==> src/rtl/mag_to_twos_if.sv <==
// Handshake bundle for the sign-magnitude to two's-complement converter:
// operand side (IN_*, MAG_IN, NEG_IN) and result side (OUT_*, TWOS_RESULT, OVF_FLAG).
interface mag_to_twos_if #(
  parameter int WIDTH = 6
);
  logic             IN_VALID;
  logic             IN_READY;
  logic [WIDTH-1:0] MAG_IN;
  logic             NEG_IN;
  logic             OUT_VALID;
  logic             OUT_READY;
  logic [WIDTH-1:0] TWOS_RESULT;
  logic             OVF_FLAG;

  // Converter side.
  modport slave (
    input  IN_VALID, MAG_IN, NEG_IN, OUT_READY,
    output IN_READY, OUT_VALID, TWOS_RESULT, OVF_FLAG
  );

  // Producer/consumer side.
  modport master (
    output IN_VALID, MAG_IN, NEG_IN, OUT_READY,
    input  IN_READY, OUT_VALID, TWOS_RESULT, OVF_FLAG
  );
endinterface

==> src/rtl/mag_to_twos.sv <==
// Sign-magnitude to WIDTH-bit two's complement with saturation and a sticky overflow counter.
// One-cycle latency; result is held and IN_READY drops while OUT_READY=0 in FULL.
module mag_to_twos #(
  parameter int WIDTH = 6,
  parameter int CNT_W = 8
) (
  input  logic                CLK,
  input  logic                RST,
  mag_to_twos_if.slave        bus,
  input  logic                CNT_CLR,
  output logic [CNT_W-1:0]    OVF_COUNT
);
  typedef enum logic {EMPTY = 1'b0, FULL = 1'b1} state_t;

  localparam logic [WIDTH-1:0] MAXP   = {1'b0, {(WIDTH-1){1'b1}}};
  localparam logic [WIDTH-1:0] MINNEG = {1'b1, {(WIDTH-1){1'b0}}};
  localparam logic [CNT_W-1:0] CNT_MAX = {CNT_W{1'b1}};

  state_t           state;
  logic             out_valid_q;
  logic [WIDTH-1:0] result_q;
  logic             ovf_q;
  logic [CNT_W-1:0] ovf_cnt_q;

  logic             in_ready;
  logic             accept;
  logic [WIDTH-1:0] conv_res;
  logic             conv_ovf;

  assign in_ready = (state == EMPTY) | bus.OUT_READY;
  assign accept   = bus.IN_VALID & in_ready;

  // Negative magnitudes up to 2^(WIDTH-1) are representable; -0 folds to 0 via the +1 carry drop.
  always_comb begin
    conv_res = bus.MAG_IN;
    conv_ovf = 1'b0;
    if (!bus.NEG_IN) begin
      if (bus.MAG_IN > MAXP) begin
        conv_res = MAXP;
        conv_ovf = 1'b1;
      end
    end else begin
      if (bus.MAG_IN > MINNEG) begin
        conv_res = MINNEG;
        conv_ovf = 1'b1;
      end else begin
        conv_res = (~bus.MAG_IN) + {{(WIDTH-1){1'b0}}, 1'b1};
      end
    end
  end

  always_ff @(posedge CLK or posedge RST) begin
    if (RST) begin
      state       <= EMPTY;
      out_valid_q <= 1'b0;
      result_q    <= '0;
      ovf_q       <= 1'b0;
    end else begin
      case (state)
        EMPTY: begin
          if (accept) begin
            state       <= FULL;
            out_valid_q <= 1'b1;
            result_q    <= conv_res;
            ovf_q       <= conv_ovf;
          end
        end
        FULL: begin
          if (accept) begin
            result_q <= conv_res;
            ovf_q    <= conv_ovf;
          end else if (bus.OUT_READY) begin
            state       <= EMPTY;
            out_valid_q <= 1'b0;
          end
        end
        default: begin
          state       <= EMPTY;
          out_valid_q <= 1'b0;
        end
      endcase
    end
  end

  // Counts accepted overflows, independent of when the result drains.
  always_ff @(posedge CLK or posedge RST) begin
    if (RST) begin
      ovf_cnt_q <= '0;
    end else if (CNT_CLR) begin
      ovf_cnt_q <= '0;
    end else if (accept && conv_ovf && (ovf_cnt_q != CNT_MAX)) begin
      ovf_cnt_q <= ovf_cnt_q + {{(CNT_W-1){1'b0}}, 1'b1};
    end
  end

  assign bus.IN_READY    = in_ready;
  assign bus.OUT_VALID   = out_valid_q;
  assign bus.TWOS_RESULT = result_q;
  assign bus.OVF_FLAG    = ovf_q;
  assign OVF_COUNT       = ovf_cnt_q;
endmodule

==> src/flat_wrapper.sv <==
// flat-port wrapper written by rule: the top's interface ports become plain ports
module mag_to_twos_flat 
#(
  parameter int WIDTH = 6,
  parameter int CNT_W = 8
)
  (CLK, RST, CNT_CLR, OVF_COUNT, bus_IN_VALID, bus_MAG_IN, bus_NEG_IN, bus_OUT_READY, bus_IN_READY, bus_OUT_VALID, bus_TWOS_RESULT, bus_OVF_FLAG);
  mag_to_twos_if #(.WIDTH(WIDTH)) bus_i ();
  input  logic CLK;
  input  logic RST;
  input  logic CNT_CLR;
  output logic [CNT_W-1:0] OVF_COUNT;
  input wire logic [$bits(bus_i.IN_VALID)-1:0] bus_IN_VALID;
  input wire logic [$bits(bus_i.MAG_IN)-1:0] bus_MAG_IN;
  input wire logic [$bits(bus_i.NEG_IN)-1:0] bus_NEG_IN;
  input wire logic [$bits(bus_i.OUT_READY)-1:0] bus_OUT_READY;
  output wire logic [$bits(bus_i.IN_READY)-1:0] bus_IN_READY;
  output wire logic [$bits(bus_i.OUT_VALID)-1:0] bus_OUT_VALID;
  output wire logic [$bits(bus_i.TWOS_RESULT)-1:0] bus_TWOS_RESULT;
  output wire logic [$bits(bus_i.OVF_FLAG)-1:0] bus_OVF_FLAG;
  assign bus_i.IN_VALID = bus_IN_VALID;
  assign bus_i.MAG_IN = bus_MAG_IN;
  assign bus_i.NEG_IN = bus_NEG_IN;
  assign bus_i.OUT_READY = bus_OUT_READY;
  assign bus_IN_READY = bus_i.IN_READY;
  assign bus_OUT_VALID = bus_i.OUT_VALID;
  assign bus_TWOS_RESULT = bus_i.TWOS_RESULT;
  assign bus_OVF_FLAG = bus_i.OVF_FLAG;
  mag_to_twos #(.WIDTH(WIDTH), .CNT_W(CNT_W)) u_core (.CLK(CLK), .RST(RST), .bus(bus_i), .CNT_CLR(CNT_CLR), .OVF_COUNT(OVF_COUNT));
endmodule
==> config.mk <==
export PLATFORM = sky130hd
export DESIGN_NAME = mag_to_twos_flat
export DESIGN_NICKNAME = d
export VERILOG_FILES = /design/src/rtl/mag_to_twos_if.sv /design/src/rtl/mag_to_twos.sv /design/src/flat_wrapper.sv
export SDC_FILE = /design/constraint.sdc
export NUM_CORES = 1
export LEC_CHECK = 0
export CORE_MARGIN = 2
export CORE_UTILIZATION = 46
export DETAILED_ROUTE_END_ITERATION = 6
export PLACE_DENSITY = 0.77
export REMOVE_ABC_BUFFERS = 1
export SETUP_SLACK_MARGIN = 0.05
export SLEW_MARGIN = 30
export SYNTH_ARGS = -nofsm -noshare
export SYNTH_HDL_FRONTEND = slang
export SYNTH_SLANG_ARGS = --single-unit
==> constraint.sdc <==
create_clock -name CLK -period 1.8 [get_ports CLK]
set_input_delay 0.36 -clock CLK [delete_from_list [all_inputs] [get_ports CLK]]
set_output_delay 0.36 -clock CLK [all_outputs]
set_load 0.05 [all_outputs]
[Word-level counts from Yosys, hierarchy flattened]
Index checks and enable logic that the tools add are counted.
Storage, ports and cells
  register bits after elaboration: 17
  input bits: 12
  word-level logic and storage cells: 39
Operators by class
  add/subtract/negate cells: 2
  order comparisons: 2
  equality and inequality tests: 4
  multiplexer cells: 18
  bitwise operators: 4
  reductions and logical operators: 4
Operator list (number)
  $mux 6: 4
  $mux 8: 2
  $mux 1: 10
  $add 8x1->8 const B: 1
  $ne 8x8->1 const B: 1
  $add 6x1->6 const B: 1
  $gt 6x5->1 const B: 1
  $gt 6x6->1 const B: 1
  $not 6->6: 1
  $ne 2x2->1 const B: 2
  $pmux 1 s2: 2
  $reduce_and 3->1: 1
  $logic_and 1x1->1: 2
  $ne 2x1->1 const B: 1
  $reduce_bool 2->1: 1
  $and 1x1->1: 1
  $not 1->1: 1
  $or 1x1->1: 1

[Longest topological paths before layout]
Gate-level depths: netlist of the first run.
  depth after elaboration: 7
  mapped depth: 7
  mapped depth without buffers: 6

[Worst setup path before layout of the first run]
OpenSTA, ideal clock, no wires.
  path type: register -> register
  from: register u_core.ovf_cnt_q[0] (netlist: u_core.OVF_COUNT[0])
  to: register u_core.ovf_cnt_q[4] (netlist: u_core.OVF_COUNT[4])
  arrival time: 1.883 ns
  setup slack: -0.210 ns
  cell stages (with the launch flop): 6
  buffers on the path: 0
  period minus slack after synthesis: 2.010 ns
  path through: dfrtp_1 > ha_1 > inv_1 > nor4_2 > nor4_1 > mux2_1
Between the ends
  longest elaborated chain between the ends: 3
  elaborated cells between the ends (all ways): 6
Ends and longest elaborated chain
  start, declared: RTL line mag_to_twos.sv:23  | logic [CNT_W-1:0] ovf_cnt_q;
  start signal, assigned: RTL line mag_to_twos.sv:92  | ovf_cnt_q <= ovf_cnt_q + {{(CNT_W-1){1'b0}}, 1'b1};
  $add 8x1->8 / $ne 8x8->1 (equally long branches): RTL line mag_to_twos.sv:92, mag_to_twos.sv:91
  $mux 8 / $logic_and 1x1->1 (equally long branches): RTL line mag_to_twos.sv:91  | end else if (accept && conv_ovf && (ovf_cnt_q != CNT_MAX)) begin
  $mux 8 / $reduce_bool 2->1 (equally long branches)
Parallel ways exist; a longest one is shown, timed or not. The select of a mux whose other input is x is not followed.
A chain may end at the register's enable or synchronous reset.

[Worst setup path after layout of the first run]
  from: register u_core.ovf_cnt_q[0] (netlist: u_core.OVF_COUNT[0])
  to: register u_core.ovf_cnt_q[5] (netlist: u_core.OVF_COUNT[5])
The elaborated chain is that of the path after synthesis.

==> metrics.md, run 1 <==
| Metric | Value |
|---|---|
| Status | `complete, no violations` |
| Syn Std Cell Area | `0.00103 mm²` |
| GP Congestion | `0.818` |
| P_sw | `351 µW` |
| Initial antenna violation count | `0` |
| Vias per Instance | `5.72` |
| Number of DRC markers in iteration 0 | `21` |
| Buf/Inv on CP | `2` |
| Port bufs | `28` |
| Commonest non-fill, non-tap cell in the layout | `buf_4` |
| Leakage | `0.000737 µW` |
| Chip width | `51.3 µm` |
| DP Cell Count | `185` |
| Cell Chain, Critical Path | `ha_1, inv_1, nor4_4, buf_4, nor4_4, mux2_1` |
| GRT Total Usage | `0.223` |
| Logic gate share of total power | `0.337` |
| Effective utilization at floorplan | `0.473` |
| Crit-path leading delay family | `flip-flops` |
| Tmin final | `1730 ps` |
| Avg WL per Cell | `15.3 µm` |
| Max Transition Viols Final | `0` |
| WL final | `2.98 mm` |
| Clock Path Buffers | `2` |
| Detailed-route via count | `1,110` |
| Core area | `0.00217 mm²` |
| Grt total ovfl | `0` |
| CTS tree | `built` |
| Final setup viols | `0` |
| Clk sink count | `17` |
| Maximum clock rate | `0.578 GHz` |
| Maximum capacitance violations | `0` |
| Half-perimeter wire length after detailed placement | `between 1.5 and 2 mm` |
| Slew HR | `0.676` |
| Chip height | `51.3 µm` |
| Number of synthesized flops with an enable pin | `0` |
| Slowest cell on the critical path | `dfrtp_1` |
| Synth warnings | `0` |
| Pint | `617 µW` |
| Layout overhead on the synthesized area | `54.9%` |
| Vias in the first global route | `1,050` |
| # IOs | `29` |
| Fin Setup TNS | `0 ps` |
| CTS clk-pin slew, worst paths | `about 100 ps` |
| Worst EP required | `1980 ps` |
| Routed Antenna Nets | `0` |
| Mapped Cells | `115` |
| Unrepaired setup endpoints after global routing | `true` |
| Worst Skew | `around 1.5 ps` |
| Slew of the pin with the lowest slew margin | `between 400 and 500 ps` |
| ANT cells | `0` |
| Power per cell area | `~600 mW/mm²` |
| TritonCTS buffer count | `3` |
| Global-route wire length before repair | `between 4 and 5 mm` |
| Hold crit path type | `input port to asynchronous set/reset pin` |
| Arrival time at the worst endpoint | `1910 ps` |
| Worst skew pair latency | `290 ps` |
| Reg power frac | `0.443` |
| Final hold violation count | `0` |
| Period utilization | `0.962` |
| Cts hold-fix bufs | `0` |
| Crit path max fanout | `4` |
| Register bit total from synthesis | `17` |
| Crit path largest cell delay | `roughly 400 ps` |
| Fraction of power consumed by the clock network | `0.220` |
| Cell mode on critical path | `nor4_4` |
| Setup crit start kind | `flip-flop` |
| DIE AREA | `0.00263 mm²` |
| Largest net degree at the start of global routing | `18` |
| Largest vdd supply drop | `0.427 mV` |
| Most frequent cells in the layout | `36 x buf_4, 17 x dfrtp_1, 10 x nor2_1` |
| Final Non-Filler Cells | `194` |
| Switching part of the total | `0.363` |
| DR pass1 iterations | `4` |
| Layout cell share with drive strength beyond 1 | `0.361` |
| Syn Area/Cell | `8.93 µm²` |
| H-tree Lvls | `1` |
| Root buf cell | `clkbuf_4` |
| Seq/Total Area, Yosys | `0.414` |
| Ys async rst share | `1.00` |
| Row count | `17` |
| Final net count | `between 150 and 200` |
| Critical setup path kind | `flip-flop to flip-flop` |
| Hold WS | `around 380 ps` |
| DRC viols | `0` |
| Worst setup EP type | `flip-flop` |
| Ys flop type | `dfrtp_1` |
| Library cells used by synthesis | `37` |
==> cell type report <==
cell class	instances	area (µm²)
Clock buffer	4	26.3
Fill cell	167	578
Inverter	10	37.5
Multi-Input combinational cell	84	623
Sequential cell	17	425
Tap cell	28	35.0
Timing Repair Buffer	51	444
==> per-layer routing <==
metal  GRT usage  vias up  wire length (µm)  part of all wire
met2       0.422       36              1620              0.54
met1       0.256      549              1230              0.41
met3      0.0292        4               120             0.040
met5           0        -                 0                 0
met4      0.0746        0                 9            0.0030
li1            -      521                 -                 -
==> power groups by stage <==
stage | clock (µW) | combinational [µW] | sequential [µW]
2_1_floorplan | 0 | 71.5 | 538
3_3_place_gp | 0 | 309 | 435
3_5_place_dp | 0 | 315 | 437
4_1_cts | 218 | 321 | 429
5_1_grt | 228 | 346 | 432
6_report | 213 | 326 | 429
==> cells by family (layout without fill, tap and decap cells) <==
logic type	Yosys count	count (layout)	share of synthesized area
mux	5	5	0.0536
compound gates	25	25	0.158
buf+inv	15	65	0.0731
fa+ha+maj	2	2	0.0244
simple gates	51	52	0.276
flops	17	17	0.414
==> sequential cells by signal, indices dropped and copies added, names as in the netlist <==
signal                  cells
u_core.OVF_COUNT            8
u_core.bus.TWOS_RESULT      6
u_core.bus.OUT_VALID        1
u_core.bus.OVF_FLAG         1
u_core.state                1
==> per-stage QoR <==
step / area, µm² / power [µW] / util / setup WS (ps)
2_1_floorplan: 990 / 610 / - / -212
3_3_place_gp: 1420 / 743 / 0.653 / -578
3_5_place_dp: 1420 / 752 / 0.653 / -642
4_1_cts: 1530 / 968 / 0.705 / 63.8
5_1_grt: 1590 / 1010 / 0.734 / 1.62
6_report: 1590 / 968 / 0.734 / 69.0
==> tightest hold or removal path, delay by kind of cell <==
family | cells | cell delay, ps
buf+inv | 3 | 680
==> synthesized netlist by cell type, types with 2 or more instances <==
| library cell | count | area, µm² |
|---|---|---|
| a31oi_1 | 2 | 12.5 |
| nor3_1 | 4 | 20.0 |
| nand2_1 | 9 | 33.8 |
| ha_1 | 2 | 25.0 |
| or4_1 | 2 | 15.0 |
| a21oi_1 | 5 | 25.0 |
| o31ai_1 | 4 | 30.0 |
| nor2b_1 | 4 | 25.0 |
| o21ai_0 | 7 | 35.0 |
| dfrtp_1 | 17 | 425 |
| clkbuf_1 | 2 | 7.51 |
| inv_1 | 9 | 33.8 |
| or3_1 | 2 | 12.5 |
| nor2_1 | 10 | 37.5 |
| nand2b_1 | 2 | 12.5 |
| nor4_1 | 4 | 25.0 |
| nand3_1 | 7 | 35.0 |
| mux2_1 | 4 | 45.0 |
==> path summary, 6_finish.rpt <==
kind	cells past startpoint	slack, ps	end	from
min in group CLK	2	500	u_core.bus.TWOS_RESULT[3]$_DFFE_PP0P_	u_core.bus.TWOS_RESULT[3]$_DFFE_PP0P_
max reg2reg	6	70	u_core.OVF_COUNT[5]$_DFFE_PP0P_	u_core.OVF_COUNT[0]$_DFFE_PP0P_
min reg2reg	2	500	u_core.bus.TWOS_RESULT[3]$_DFFE_PP0P_	u_core.bus.TWOS_RESULT[3]$_DFFE_PP0P_
min	3	380	u_core.bus.OUT_VALID$_DFFE_PP0P_	RST
max in group asynchronous	3	1230	u_core.OVF_COUNT[7]$_DFFE_PP0P_	RST
max	6	70	u_core.OVF_COUNT[5]$_DFFE_PP0P_	u_core.OVF_COUNT[0]$_DFFE_PP0P_
==> what timing repair did <==
item | 4_1_cts | 5_1_grt
buffers inserted | 1 | 3
gates cloned | 1 | 0
gates resized for setup | 16 | 7
pin swaps | 8 | 4
setup endpoints to repair | 13 | 10
Note: power is estimated with default switching activity, not from simulation.
==> run 2: changes to the inputs <==
CORE_UTILIZATION = 45   (was 46)
PLACE_DENSITY = 0.76   (was 0.77)
clock period = 1.74 ns   (was 1.8 ns; I/O delays follow)
==> run 2 against run 1 <==
Cell count is 4.1% higher. Setup slack worse by 19 ps. Non-clock buffer count is 9 higher. Clock power hardly changed. Final area is 5.2% higher. Combinational power is 7.4% higher. Routed wire length is 1.8% higher. Core utilization is 3.1 points higher. Global-route usage is 0.20 points higher. Largest cell class unchanged. Highest routed layer unchanged.
==> metrics.md, run 2 (same netlist as run 1, synthesis figures left out) <==
| Metric | Value |
|---|---|
| Leakage | `0.000783 µW` |
| Final hold violation count | `0` |
| Hold WS | `329 ps` |
| Tmin final | `1690 ps` |
| Maximum capacitance violations | `0` |
| Vias per Instance | `5.62` |
| Power per cell area | `600 mW/mm²` |
| DR pass1 iterations | `4` |
| CTS tree | `built` |
| Worst r2r dst | `u_core.OVF_COUNT[5]$_DFFE_PP0P_` |
| Cells on worst reg2reg path | `6` |
| Worst skew pair latency | `280 ps` |
| Layout overhead on the synthesized area | `63.0%` |
| Slew of the pin with the lowest slew margin | `513 ps` |
| Fin Setup TNS | `0 ps` |
| Slew HR | `0.657` |
| Grt total ovfl | `0` |
| Multi-input logic area | `649 µm²` |
| Reg2reg setup slack | `50 ps` |
| CTS clk-pin slew, worst paths | `100 ps` |
| DP Area | `0.00145 mm²` |
| Status | `complete, no violations` |
| Avg WL per Cell | `15.0 µm` |
| Worst Skew | `4.61 ps` |
| DIE AREA | `approximately 0.0027 mm²` |
| Final net count | `189` |
| Maximum clock rate | `0.592 GHz` |
| DRC viols | `0` |
| Hold crit path type | `input port to flip-flop` |
| Setup crit start kind | `flip-flop` |
| Fillers | `156` |
| Root buf cell | `clkbuf_4` |
| GRT Total Usage | `0.225` |
| Clock Path Buffers | `2` |
| Largest net degree at the start of global routing | `18` |
| Crit path max fanout | `4` |
| Worst EP required | `1910 ps` |
| Final setup viols | `0` |
| Core area | `0.00219 mm²` |
| Clk sink count | `17` |
| Design Area, Final | `0.00167 mm²` |
| Worst flop-to-flop path startpoint | `u_core.OVF_COUNT[0]$_DFFE_PP0P_` |
| H-tree Lvls | `1` |
| TritonCTS buffer count | `3` |
| # IOs | `29` |
| Power Total | `around 1000 µW` |
| Hold-critical path depth | `2` |
| Initial antenna violation count | `0` |
| Max Transition Viols Final | `0` |
| Half-perimeter wire length after detailed placement | `2.00 mm` |
| Number of DRC markers in iteration 0 | `39` |
| Row count | `17` |
| Commonest non-fill, non-tap cell in the layout | `buf_4` |
| GP Congestion | `0.827` |
| Max reg flops | `8` |
| Critical setup path kind | `flip-flop to flip-flop` |
| Hold Path End | `u_core.bus.OUT_VALID$_DFFE_PP0P_` |
| Global-route wire length before repair | `approximately 4.6 mm` |
| Detailed-route via count | `1,135` |
| Arrival time at the worst endpoint | `1860 ps` |
| Layout cell share with drive strength beyond 1 | `0.437` |
| ANT cells | `0` |
| Effective utilization at floorplan | `0.469` |
| HP Start | `bus_OUT_READY` |
| Chip height | `51.8 µm` |
| Critical path origin | `u_core.OVF_COUNT[0]$_DFFE_PP0P_` |
| WL final | `about 3.0 mm` |
| Vias in the first global route | `1,104` |
| Period utilization | `0.971` |
| Routed Antenna Nets | `0` |
| Port bufs | `28` |
| Chip width | `~52 µm` |
| Cts hold-fix bufs | `0` |
| Largest vdd supply drop | `0.432 mV` |
| Most frequent cells in the layout | `46 x buf_4, 17 x dfrtp_1, 10 x nor2_1` |
| Reg area | `425 µm²` |
| Worst setup EP type | `flip-flop` |
run 2: worst max-delay path by stage:
| stage | end |
|---|---|
| finish | u_core.OVF_COUNT[5]$_DFFE_PP0P_ |
| global route | u_core.OVF_COUNT[4]$_DFFE_PP0P_ |
| CTS | u_core.OVF_COUNT[0]$_DFFE_PP0P_ |
| detailed placement | u_core.OVF_COUNT[3]$_DFFE_PP0P_ |
| global placement | u_core.OVF_COUNT[5]$_DFFE_PP0P_ |
| floorplan | u_core.OVF_COUNT[4]$_DFFE_PP0P_ |
run 2: repair_timing:
| item | in CTS | in global routing |
|---|---|---|
| endpoints found under the setup margin | 14 | 9 |
| setup buffers | 3 | 8 |
| pin swaps | 8 | 7 |
| resized for setup | 25 | 12 |
run 2: layer usage:
metal | share of wire | up-vias | global-route usage
li1 | - | 536 | -
met5 | 0 | - | 0
met2 | 0.54 | 40 | 0.412
met4 | 0.012 | 0 | 0.0877
met1 | 0.41 | 555 | 0.261
met3 | 0.042 | 4 | 0.0345
run 2: area by class of cell:
cell class                      count  share of cell area
Clock buffer                        4              0.0157
Tap cell                           28              0.0209
Inverter                           10              0.0224
Sequential cell                    17               0.254
Timing Repair Buffer               60               0.299
Multi-Input combinational cell     83               0.388
run 2: worst max-delay path, stage by stage (launching register included):
cell and delay [ps]:
dfrtp_1 400, ha_1 230, inv_2 80, nor4_4 50
buf_4 170, nor4_2 290, mux2_1 350
run 2: report_power, final:
| part | internal (µW) | switching [µW] |
|---|---|---|
| combinational | 134 | 216 |
| clock | 88.9 | 121 |
| sequential | 426 | 18.1 |
| total | 648 | 356 |
run 2: through the flow:
stage / util / cells / setup WS (ps)
floorplan: - / 110 / -272
global route: 0.764 / 202 / -5.11
detailed placement: 0.661 / 189 / -638
CTS: 0.733 / 196 / 4.94
finish: 0.764 / 202 / 50.4
global placement: 0.661 / 189 / -559
